===== src/rtl/pipelined_adder.sv =====
// Pipelined WIDTH-bit add/subtract, one CHUNK-bit slice per stage, valid/ready backpressure.
// Optional signed-overflow output enabled by defining PIPELINED_ADDER_OVF_EN.
module pipelined_adder #(
  parameter int WIDTH = 24,
  parameter int CHUNK = 8
) (
  input  logic             clock,
  input  logic             reset,
  input  logic             io_in_valid,
  output logic             io_in_ready,
  input  logic [WIDTH-1:0] io_in_a,
  input  logic [WIDTH-1:0] io_in_b,
  input  logic             io_in_sub,
  output logic             io_out_valid,
  input  logic             io_out_ready,
  output logic [WIDTH-1:0] io_out_s,
  output logic             io_out_c
`ifdef PIPELINED_ADDER_OVF_EN
  ,
  output logic             io_out_ovf
`endif
);

  localparam int STAGES = WIDTH / CHUNK;
  localparam int LAST   = STAGES - 1;

  if ((WIDTH % CHUNK) != 0 || STAGES < 1) begin : g_param_check
    $error("pipelined_adder: WIDTH must be a non-zero multiple of CHUNK");
  end

  logic             valid_reg [STAGES];
  logic             carry_reg [STAGES];
  logic [WIDTH-1:0] s_reg     [STAGES];
  logic [WIDTH-1:0] a_reg     [STAGES];
  logic [WIDTH-1:0] b_reg     [STAGES];

  logic             ready      [STAGES];
  logic             valid_in   [STAGES];
  logic             carry_in   [STAGES];
  logic [WIDTH-1:0] a_in       [STAGES];
  logic [WIDTH-1:0] b_in       [STAGES];
  logic [WIDTH-1:0] s_in       [STAGES];
  logic [WIDTH-1:0] s_next     [STAGES];
  logic [CHUNK:0]   chunk_sum  [STAGES];

  always_comb begin
    for (int k = 0; k < STAGES; k++) begin
      // Unrolled form of ready_k = !valid_k | ready_{k+1}: ready unless every stage from k on is full.
      ready[k] = io_out_ready;
      for (int j = k; j < STAGES; j++) begin
        if (!valid_reg[j]) ready[k] = 1'b1;
      end
    end

    valid_in[0] = io_in_valid;
    carry_in[0] = io_in_sub;
    a_in[0]     = io_in_a;
    b_in[0]     = io_in_sub ? ~io_in_b : io_in_b;
    s_in[0]     = '0;
    for (int k = 1; k < STAGES; k++) begin
      valid_in[k] = valid_reg[k-1];
      carry_in[k] = carry_reg[k-1];
      a_in[k]     = a_reg[k-1];
      b_in[k]     = b_reg[k-1];
      s_in[k]     = s_reg[k-1];
    end

    for (int k = 0; k < STAGES; k++) begin
      chunk_sum[k] = {1'b0, a_in[k][k*CHUNK +: CHUNK]}
                   + {1'b0, b_in[k][k*CHUNK +: CHUNK]}
                   + {{CHUNK{1'b0}}, carry_in[k]};
      s_next[k] = s_in[k];
      s_next[k][k*CHUNK +: CHUNK] = chunk_sum[k][CHUNK-1:0];
    end
  end

  always_ff @(posedge clock) begin
    if (reset) begin
      for (int k = 0; k < STAGES; k++) begin
        valid_reg[k] <= 1'b0;
        carry_reg[k] <= 1'b0;
        s_reg[k]     <= '0;
        a_reg[k]     <= '0;
        b_reg[k]     <= '0;
      end
    end else begin
      for (int k = 0; k < STAGES; k++) begin
        if (ready[k]) begin
          valid_reg[k] <= valid_in[k];
          // Data only moves with a real operation so a stalled result never changes.
          if (valid_in[k]) begin
            carry_reg[k] <= chunk_sum[k][CHUNK];
            s_reg[k]     <= s_next[k];
            a_reg[k]     <= a_in[k];
            b_reg[k]     <= b_in[k];
          end
        end
      end
    end
  end

`ifdef PIPELINED_ADDER_OVF_EN
  logic ovf_reg;
  logic msb_carry_in;

  // Carry into the MSB recovered from the MSB sum bit and its operand bits.
  assign msb_carry_in = chunk_sum[LAST][CHUNK-1] ^ a_in[LAST][WIDTH-1] ^ b_in[LAST][WIDTH-1];

  always_ff @(posedge clock) begin
    if (reset) begin
      ovf_reg <= 1'b0;
    end else if (ready[LAST] && valid_in[LAST]) begin
      ovf_reg <= msb_carry_in ^ chunk_sum[LAST][CHUNK];
    end
  end

  assign io_out_ovf = ovf_reg;
`endif

  assign io_in_ready  = ready[0];
  assign io_out_valid = valid_reg[LAST];
  assign io_out_s     = s_reg[LAST];
  assign io_out_c     = carry_reg[LAST];

endmodule


===== config.mk =====
export PLATFORM = sky130hd
export DESIGN_NAME = pipelined_adder
export DESIGN_NICKNAME = d
export VERILOG_FILES = /design/src/rtl/pipelined_adder.sv
export SDC_FILE = /design/constraint.sdc
export NUM_CORES = 1
export LEC_CHECK = 0
export BUFFER_PORTS_ARGS = -buffer_cell sky130_fd_sc_hd__buf_2
export CELL_PAD_IN_SITES_DETAIL_PLACEMENT = 0
export CELL_PAD_IN_SITES_GLOBAL_PLACEMENT = 1
export CORE_MARGIN = 4
export CORE_UTILIZATION = 46
export DETAILED_ROUTE_END_ITERATION = 10
export GPL_TIMING_DRIVEN = 0
export PLACE_DENSITY_LB_ADDON = 0.1
export SLEW_MARGIN = 10
export SYNTH_ARGS = -nofsm -noshare
export SYNTH_HDL_FRONTEND = slang
export SYNTH_SLANG_ARGS = --single-unit

===== constraint.sdc =====
create_clock -name clock -period 2.6 [get_ports clock]
set_input_delay 0.39 -clock clock [delete_from_list [all_inputs] [get_ports clock]]
set_output_delay 0.39 -clock clock [all_outputs]
set_load 0.05 [all_outputs]

Word level (Yosys, flattened, before mapping):

Memory sizes are Yosys's and may differ from the RTL's.
Cells that the tools add are included.

* register bits: 0
* RAM bits: 222
* input port bits: 53
* output and inout port bits: 27
* memories: 5

* multiplexer cells: 45
* bitwise operators: 16
* $add $sub $neg: 6

Memory list
* a_reg: words 3, width 24, read ports 2, clocked after memory_dff 0, wr ports 3, RTL line 34 `logic [WIDTH-1:0] a_reg [STAGES];`
* b_reg: words 3, width 24, read ports 2, clocked after memory_dff 0, wr ports 3, RTL line 35 `logic [WIDTH-1:0] b_reg [STAGES];`
* s_reg: words 3, width 24, read ports 3, clocked after memory_dff 0, wr ports 3, RTL line 33 `logic [WIDTH-1:0] s_reg [STAGES];`
* carry_reg: words 3, width 1, read ports 3, clocked after memory_dff 0, wr ports 3, RTL line 32 `logic carry_reg [STAGES];`
* valid_reg: words 3, width 1, read ports 3, clocked after memory_dff 0, wr ports 3, RTL line 31 `logic valid_reg [STAGES];`

Operator list (count)
* $mux W24: 10
* $mux W1: 35
* $add A8 B8 Y9: 3
* $add A9 B1 Y9: 3
* $not A24 Y24: 1
* $or A1 B1 Y1: 15

Logic depth before layout (Yosys ltp):

Gate-level depths: netlist of the first run.
An unclocked memory read counts as a cell.

* word-level depth: 8
* gate-level depth with buffers: 9

Least setup slack after synthesis of the first run:

Ideal clock, no wire load.

* path type: register to register
* start point: memory valid_reg[2][0], in the netlist valid_reg[0][2]
* end point: memory a_reg[0][10] (enable)
* setup time: 0.397 ns
* buffers on the path: 0
* required time: 2.203 ns
* path slack: 0.020 ns
* period minus slack after synthesis: 2.580 ns
* stages on the path, launching flop included: 5
* data arrival time: 2.183 ns
* path through: edfxtp_1 -> nand2_1 -> nor2_1 -> nand2_1 -> a21o_1

RTL lines (RTL line)
* start, declared: 31
* end, declared: 34

==> qor.csv, run 1 <==
metric,value,unit
Worst-path clk slew,0.09,ns
Die W,111,um
layout cells sized above 1,24.0,%
FF-to-FF End,s_reg[0][70]$_SDFFCE_PN0P_,
LEAKAGE,2.33,nW
Finish-stage setup viols,0,
Synth cell types,38,
n_diodes,0,
CP Capture Type,flop,
yosys warns,0,
crit path from,carry_reg[0][1]$_SDFFCE_PN0P_,
Site Rows,37,
hold crit path type,primary input to flop,
fin worst setup slack,0.194,ns
Area after DPL,0.00548,mm^2
post-route cell area,0.00569,mm^2
DRC viols,0,
r2r startpoint,carry_reg[0][1]$_SDFFCE_PN0P_,
"Max stage delay cell, worst path",fa_1,
# Post-CTS Setup Buffers,0,
fill count,930,
WS Path Type,flop to flop,
max reg flops,48,
Synth top area share,62.5,%
post-synthesis async set-or-reset flop share,0,%
DR vias/cell,4.68,
DRT Wirelength,8.10,mm
most frequent CP cell,fa_1,
Num CTS Buffers,9,
CTS tree,yes,
Max Cap Viol,0,
Fin. Hold Viols,0,
Worst path depth,7,
Detail Route Antenna Nets,0,
H-tree levels,3,
crit path cell chain,fa_1 > fa_1 > a211oi_2 > o21bai_1 > a21oi_1 > xor2_1 > nor2_1,
clk_skew,0.00994,ns
sequential fraction of the synthesis area,62.5,%
fin nets,537,
routed len/inst,13.5,um
"EDFF count, synth",102,
Peak VDD IR,0.282,mV
crit-path max cell delay,0.49,ns
IO Count,80,
Pwr Density,643,mW/mm^2
Worst Path Buf+Inv,0,
synthesized area,0.00490,mm^2
first-pass GRT wire length,13.9,mm
clock sink count,102,
Die Area,0.0124,mm^2
Slew @ Worst Pin,1.07,ns
CTS Buffer Depth,2,
maximum clock rate,416,MHz
grt total ovfl,0,
Post-Syn Nets,447,
final setup TNS,0,ns
r2r worst-path depth,7,
RSZ-0062 raised after global routing,no,
Avg Inst Size Synth,13.3,um^2
largest net degree at the start of global routing,41,
Root Buffer,clkbuf_8,
I/O Buffers,78,
Worst-Skew Late Latency,0.35,ns
routed via count,2801,
period utilization,92.5,%
antenna violations before repair,0,
main flop type after synthesis,edfxtp_1,
Final HPWL DP,6.21,mm
most common cell in the netlist,edfxtp_1,
Total GRT Usage,14.0,%
starting density of the core,47.3,%
R2R setup slack,0.19,ns
Final Max Tran Viols,0,
die height,111,um
Crit path max-delay family,adder cells,
"Req. time, crit path",2.70,ns
Hold Crit Depth,2,
worst slack at placement,0.00110,ns
Final Critical Period,2.41,ns
status,finished clean,
Final GP Congestion,0.774,
Synth top cells by count,"edfxtp_1, and2_1, nor2_1",
Cells after Synth,368,
Yosys reg bits,102,
1st-pass router iterations,4,
core box area,0.0104,mm^2
area grow syn2layout,16.1,%
vias in the first global route,2866,
post-synth top area cell,edfxtp_1,
share of the core filled with cells,54.9,%
Worst Path Max Fanout,3,
CP Capture Point,s_reg[0][70]$_SDFFCE_PN0P_,
crit path DAT,2.50,ns
crit start category,flop,
relative slew slack,28.6,%
initial DRC count,134,
Area contributors post-synth,"edfxtp_1, and2_1, ha_1",
==> how the worst min path moves through the flow <==
| stage | from | to | slack [ns] |
|---|---|---|---|
| after CTS | io_in_a[21] | a_reg[0][21]$_SDFFCE_PN0P_ | 0.29 |
| after detailed placement | s_reg[0][29]$_SDFFCE_PN0P_ | s_reg[0][53]$_SDFFCE_PN0P_ | 0.50 |
| after global routing | io_in_a[17] | a_reg[0][17]$_SDFFCE_PN0P_ | 0.30 |
| after floorplan | a_reg[0][16]$_SDFFCE_PN0P_ | a_reg[0][40]$_SDFFCE_PN0P_ | 0.50 |
| after global placement | s_reg[0][33]$_SDFFCE_PN0P_ | s_reg[0][57]$_SDFFCE_PN0P_ | 0.50 |
| final | io_in_a[21] | a_reg[0][21]$_SDFFCE_PN0P_ | 0.31 |
==> metal layers <==
metal | share of wire, % | vias to the layer above | wire length [um] | track usage, %
met5 | 0 | - | 0 | 0
met1 | 51 | 1221 | 4170 | 20.8
met2 | 42 | 77 | 3440 | 20.3
met3 | 4.7 | 10 | 382 | 3.28
li1 | - | 1493 | - | -
met4 | 1.4 | 0 | 110 | 4.38
==> cell usage in the layout, fill, tap and decap left out, types with 2 or more instances in the layout <==
master and count:
nor2b_1 3, a21o_1 5, o21bai_1 5, o22ai_1 2, a21oi_1 6, inv_6 2
o21ai_1 2, nor2_1 41, inv_1 3, xor2_1 15, a31oi_1 2, buf_2 84
clkbuf_1 5, and2_1 62, ha_1 21, clkinv_1 2, a211oi_2 2, nand2_1 7
clkbuf_8 10, o21a_1 3, or2_2 2, o21ai_0 11, a211oi_1 8, o211ai_1 2
nand3_1 3, nand2b_1 5, edfxtp_1 102, fa_1 4, xnor2_1 19, nor3_1 8
==> layout make-up <==
class                   instances  area [um^2]  area share [%]
inverters                       3         11.3           0.198
plain buffers                  13         77.6            1.36
well taps                     136          170            2.99
repair buffers                 79          410            7.21
clock buffers                   9          124            2.18
clock inverters                 7         71.3            1.25
flip-flops and latches        102         3060            53.8
multi-input cells             250         1760            31.0
==> logic make-up after synthesis <==
family	share of synthesized area, %
xor+xnor	6.08
compound gates	7.07
buf+inv	1.81
simple gates	14.9
mux	0.204
fa+ha+maj	7.40
flops	62.5
==> per-stage QoR <==
step / cells / power, W / hold WS, ns
after floorplan: 368 / 0.00254 / 0.497
after global placement: 582 / 0.00271 / 0.502
after detailed placement: 583 / 0.00272 / 0.502
after CTS: 599 / 0.00369 / 0.291
after global routing: 599 / 0.00386 / 0.299
final: 599 / 0.00366 / 0.306
==> repair_timing <==
| item | 4_1_cts | 5_1_grt |
|---|---|---|
| hold buffers | 0 | 0 |
| pin swaps | 0 | 1 |
| resized for setup | 1 | 2 |
| endpoints found under the setup margin | 1 | 2 |
==> where the power goes <==
part | internal [W] | total [W] | switching (W)
clock network | 0.000447 | 0.000977 | 0.000529
registers | 0.00198 | 0.00202 | 0.0000400
logic | 0.000253 | 0.000664 | 0.000410
total | 0.00268 | 0.00366 | 0.000980
Power figures use the tool's default switching activity.
==> inputs of run 2 (changes only) <==
Settings changed: PLACE_DENSITY_LB_ADDON 0.1 to 0.05.
==> run 2 against run 1 <==
  * Die area stayed put
  * Final area rose by 0.11%
  * Worst setup slack worse by 0.021 ns
  * Critical path depth did not move
  * Cell count is the same
  * Sequential power hardly changed
  * Combinational power about the same
  * Largest power group unchanged
==> qor.csv, run 2 (synthesis gave the netlist of run 1 again) <==
metric,value,unit,change
status,finished clean,,
vias in the first global route,2891,,+0.87%
Slew @ Worst Pin,1.13,ns,+0.0616 ns
1st-pass router iterations,4,,unchanged
maximum clock rate,412,MHz,-0.86%
starting density of the core,47.3,%,unchanged
IO Count,80,,unchanged
# Post-CTS Setup Buffers,0,,unchanged
WS Path Type,flop to flop,,
routed len/inst,13.8,um,+2.1%
fill count,936,,+0.65%
layout cells sized above 1,23.3,%,-0.65 points
Peak VDD IR,0.334,mV,+18%
Non-Filler Instances,599,,unchanged
Detail Route Antenna Nets,0,,unchanged
LEAKAGE,2.34,nW,+0.39%
"Req. time, crit path",2.71,ns,about the same
Root Buffer,clkbuf_8,,
cts hold-fix bufs,0,,unchanged
period utilization,93.3,%,+0.81 points
crit start category,flop,,
DRT Wirelength,8.27,mm,+2.1%
Finish-stage setup viols,0,,unchanged
Site Rows,37,,unchanged
CTS tree,yes,,
fin nets,537,,unchanged
Max Cap Viol,0,,unchanged
grt total ovfl,0,,unchanged
Die Area,0.0124,mm^2,unchanged
clk_skew,0.00912,ns,-0.000817 ns
initial DRC count,122,,-9.0%
Worst-path clk slew,0.09,ns,about the same
Worst Path Max Fanout,3,,unchanged
RSZ-0062 raised after global routing,no,,
routed via count,2858,,+2.0%
post-route cell area,0.00570,mm^2,+0.11%
clock sink count,102,,unchanged
Total Power,0.00372,W,+1.8%
Final HPWL DP,6.27,mm,+0.93%
Num CTS Buffers,9,,unchanged
antenna violations before repair,0,,unchanged
CP Capture Type,flop,,
relative slew slack,24.5,%,-4.1 points
Total GRT Usage,14.1,%,+0.10 points
Hold WS,0.309,ns,+0.00342 ns
I/O Buffers,78,,unchanged
Worst-Skew Late Latency,0.35,ns,about the same
Pwr Density,653,mW/mm^2,+1.7%
area grow syn2layout,16.2,%,
"most common cell after layout, fill and taps aside",edfxtp_1,,
first-pass GRT wire length,13.8,mm,-0.40%
Area after DPL,0.00548,mm^2,unchanged
crit path DAT,2.54,ns,+0.04 ns
max reg flops,48,,unchanged
DR vias/cell,4.77,,+2.0%
die height,111,um,unchanged
Final Critical Period,2.43,ns,+0.0210 ns
H-tree levels,3,,unchanged
Final GP Congestion,0.795,,+2.8%
r2r worst-path depth,7,,unchanged
"commonest non-fill, non-tap cells in the layout","edfxtp_1, buf_2, and2_1",,
final setup TNS,0,ns,unchanged
core box area,0.0104,mm^2,unchanged
DRC viols,0,,unchanged
CTS Buffer Depth,2,,unchanged
n_diodes,0,,unchanged
Fin. Hold Viols,0,,unchanged
Final Max Tran Viols,0,,unchanged
Post-Place Cells,583,,unchanged
Hold Crit Depth,2,,unchanged
Die W,111,um,unchanged
largest net degree at the start of global routing,39,,-4.9%
hold crit path type,primary input to flop,,
[run 2: changes by cell type in the layout (fill, tap and decap cells not counted)]
cell	previous run	this run
fa_1	4	5
clkbuf_1	5	6
clkinv_2	0	1
clkinvlp_4	1	0
clkinv_4	1	0
bufinv_16	1	2
clkinv_1	2	3
fa_2	1	0
inv_6	2	0
[run 2: area by class of cell]
type | count | area, um^2 | share of cell area (%)
Buffer | 13 | 77.6 | 1.36
Multi-Input combinational cell | 250 | 1760 | 30.9
Clock buffer | 10 | 128 | 2.24
Clock inverter | 6 | 76.3 | 1.34
Inverter | 3 | 11.3 | 0.198
Timing Repair Buffer | 79 | 410 | 7.20
Sequential cell | 102 | 3060 | 53.8
Tap cell | 136 | 170 | 2.99
[run 2: final timing paths]
kind | start | endpoint | slack, ns
max reg2reg | carry_reg[0][0]$_SDFFCE_PN0P_ | s_reg[0][38]$_SDFFCE_PN0P_ | 0.17
max | carry_reg[0][0]$_SDFFCE_PN0P_ | s_reg[0][38]$_SDFFCE_PN0P_ | 0.17
min | io_in_a[14] | a_reg[0][14]$_SDFFCE_PN0P_ | 0.31
min reg2reg | s_reg[0][30]$_SDFFCE_PN0P_ | s_reg[0][54]$_SDFFCE_PN0P_ | 0.51
[run 2: repair_timing]
| action | 4_1_cts | 5_1_grt |
|---|---|---|
| hold endpoints to repair | 0 | 0 |
| setup endpoints to repair | 0 | 3 |
| resized for setup | 0 | 2 |
[run 2: per-layer routing]
metal	track usage [%]	vias to the layer above	share of wire [%]
met2	21.8	75	46
met5	0	-	0
met1	19.9	1277	48
met4	4.14	0	1.2
li1	-	1497	-
met3	3.38	9	5.2
[run 2: worst max-delay path: stages (launching register included)]
cell and delay [ns]:
edfxtp_1 0.41, fa_1 0.51, fa_1 0.46, a211oi_2 0.29
o21bai_1 0.11, a21oi_1 0.19, xor2_1 0.16, nor2_1 0.06
[run 2: power by group]
part,internal (W),total (W),switching (W)
combinational,0.000253,0.000665,0.000412
sequential,0.00198,0.00202,0.0000394
clock,0.000532,0.00104,0.000510
total,0.00276,0.00372,0.000961
[run 2: metrics by stage]
step                      setup WS, ns  utilization [%]
after floorplan                 0.0202                -
after global placement          0.0281             52.7
after detailed placement        0.0106             52.9
after CTS                      0.00648             54.8
after global routing            0.0270             54.9
final                            0.174             54.9
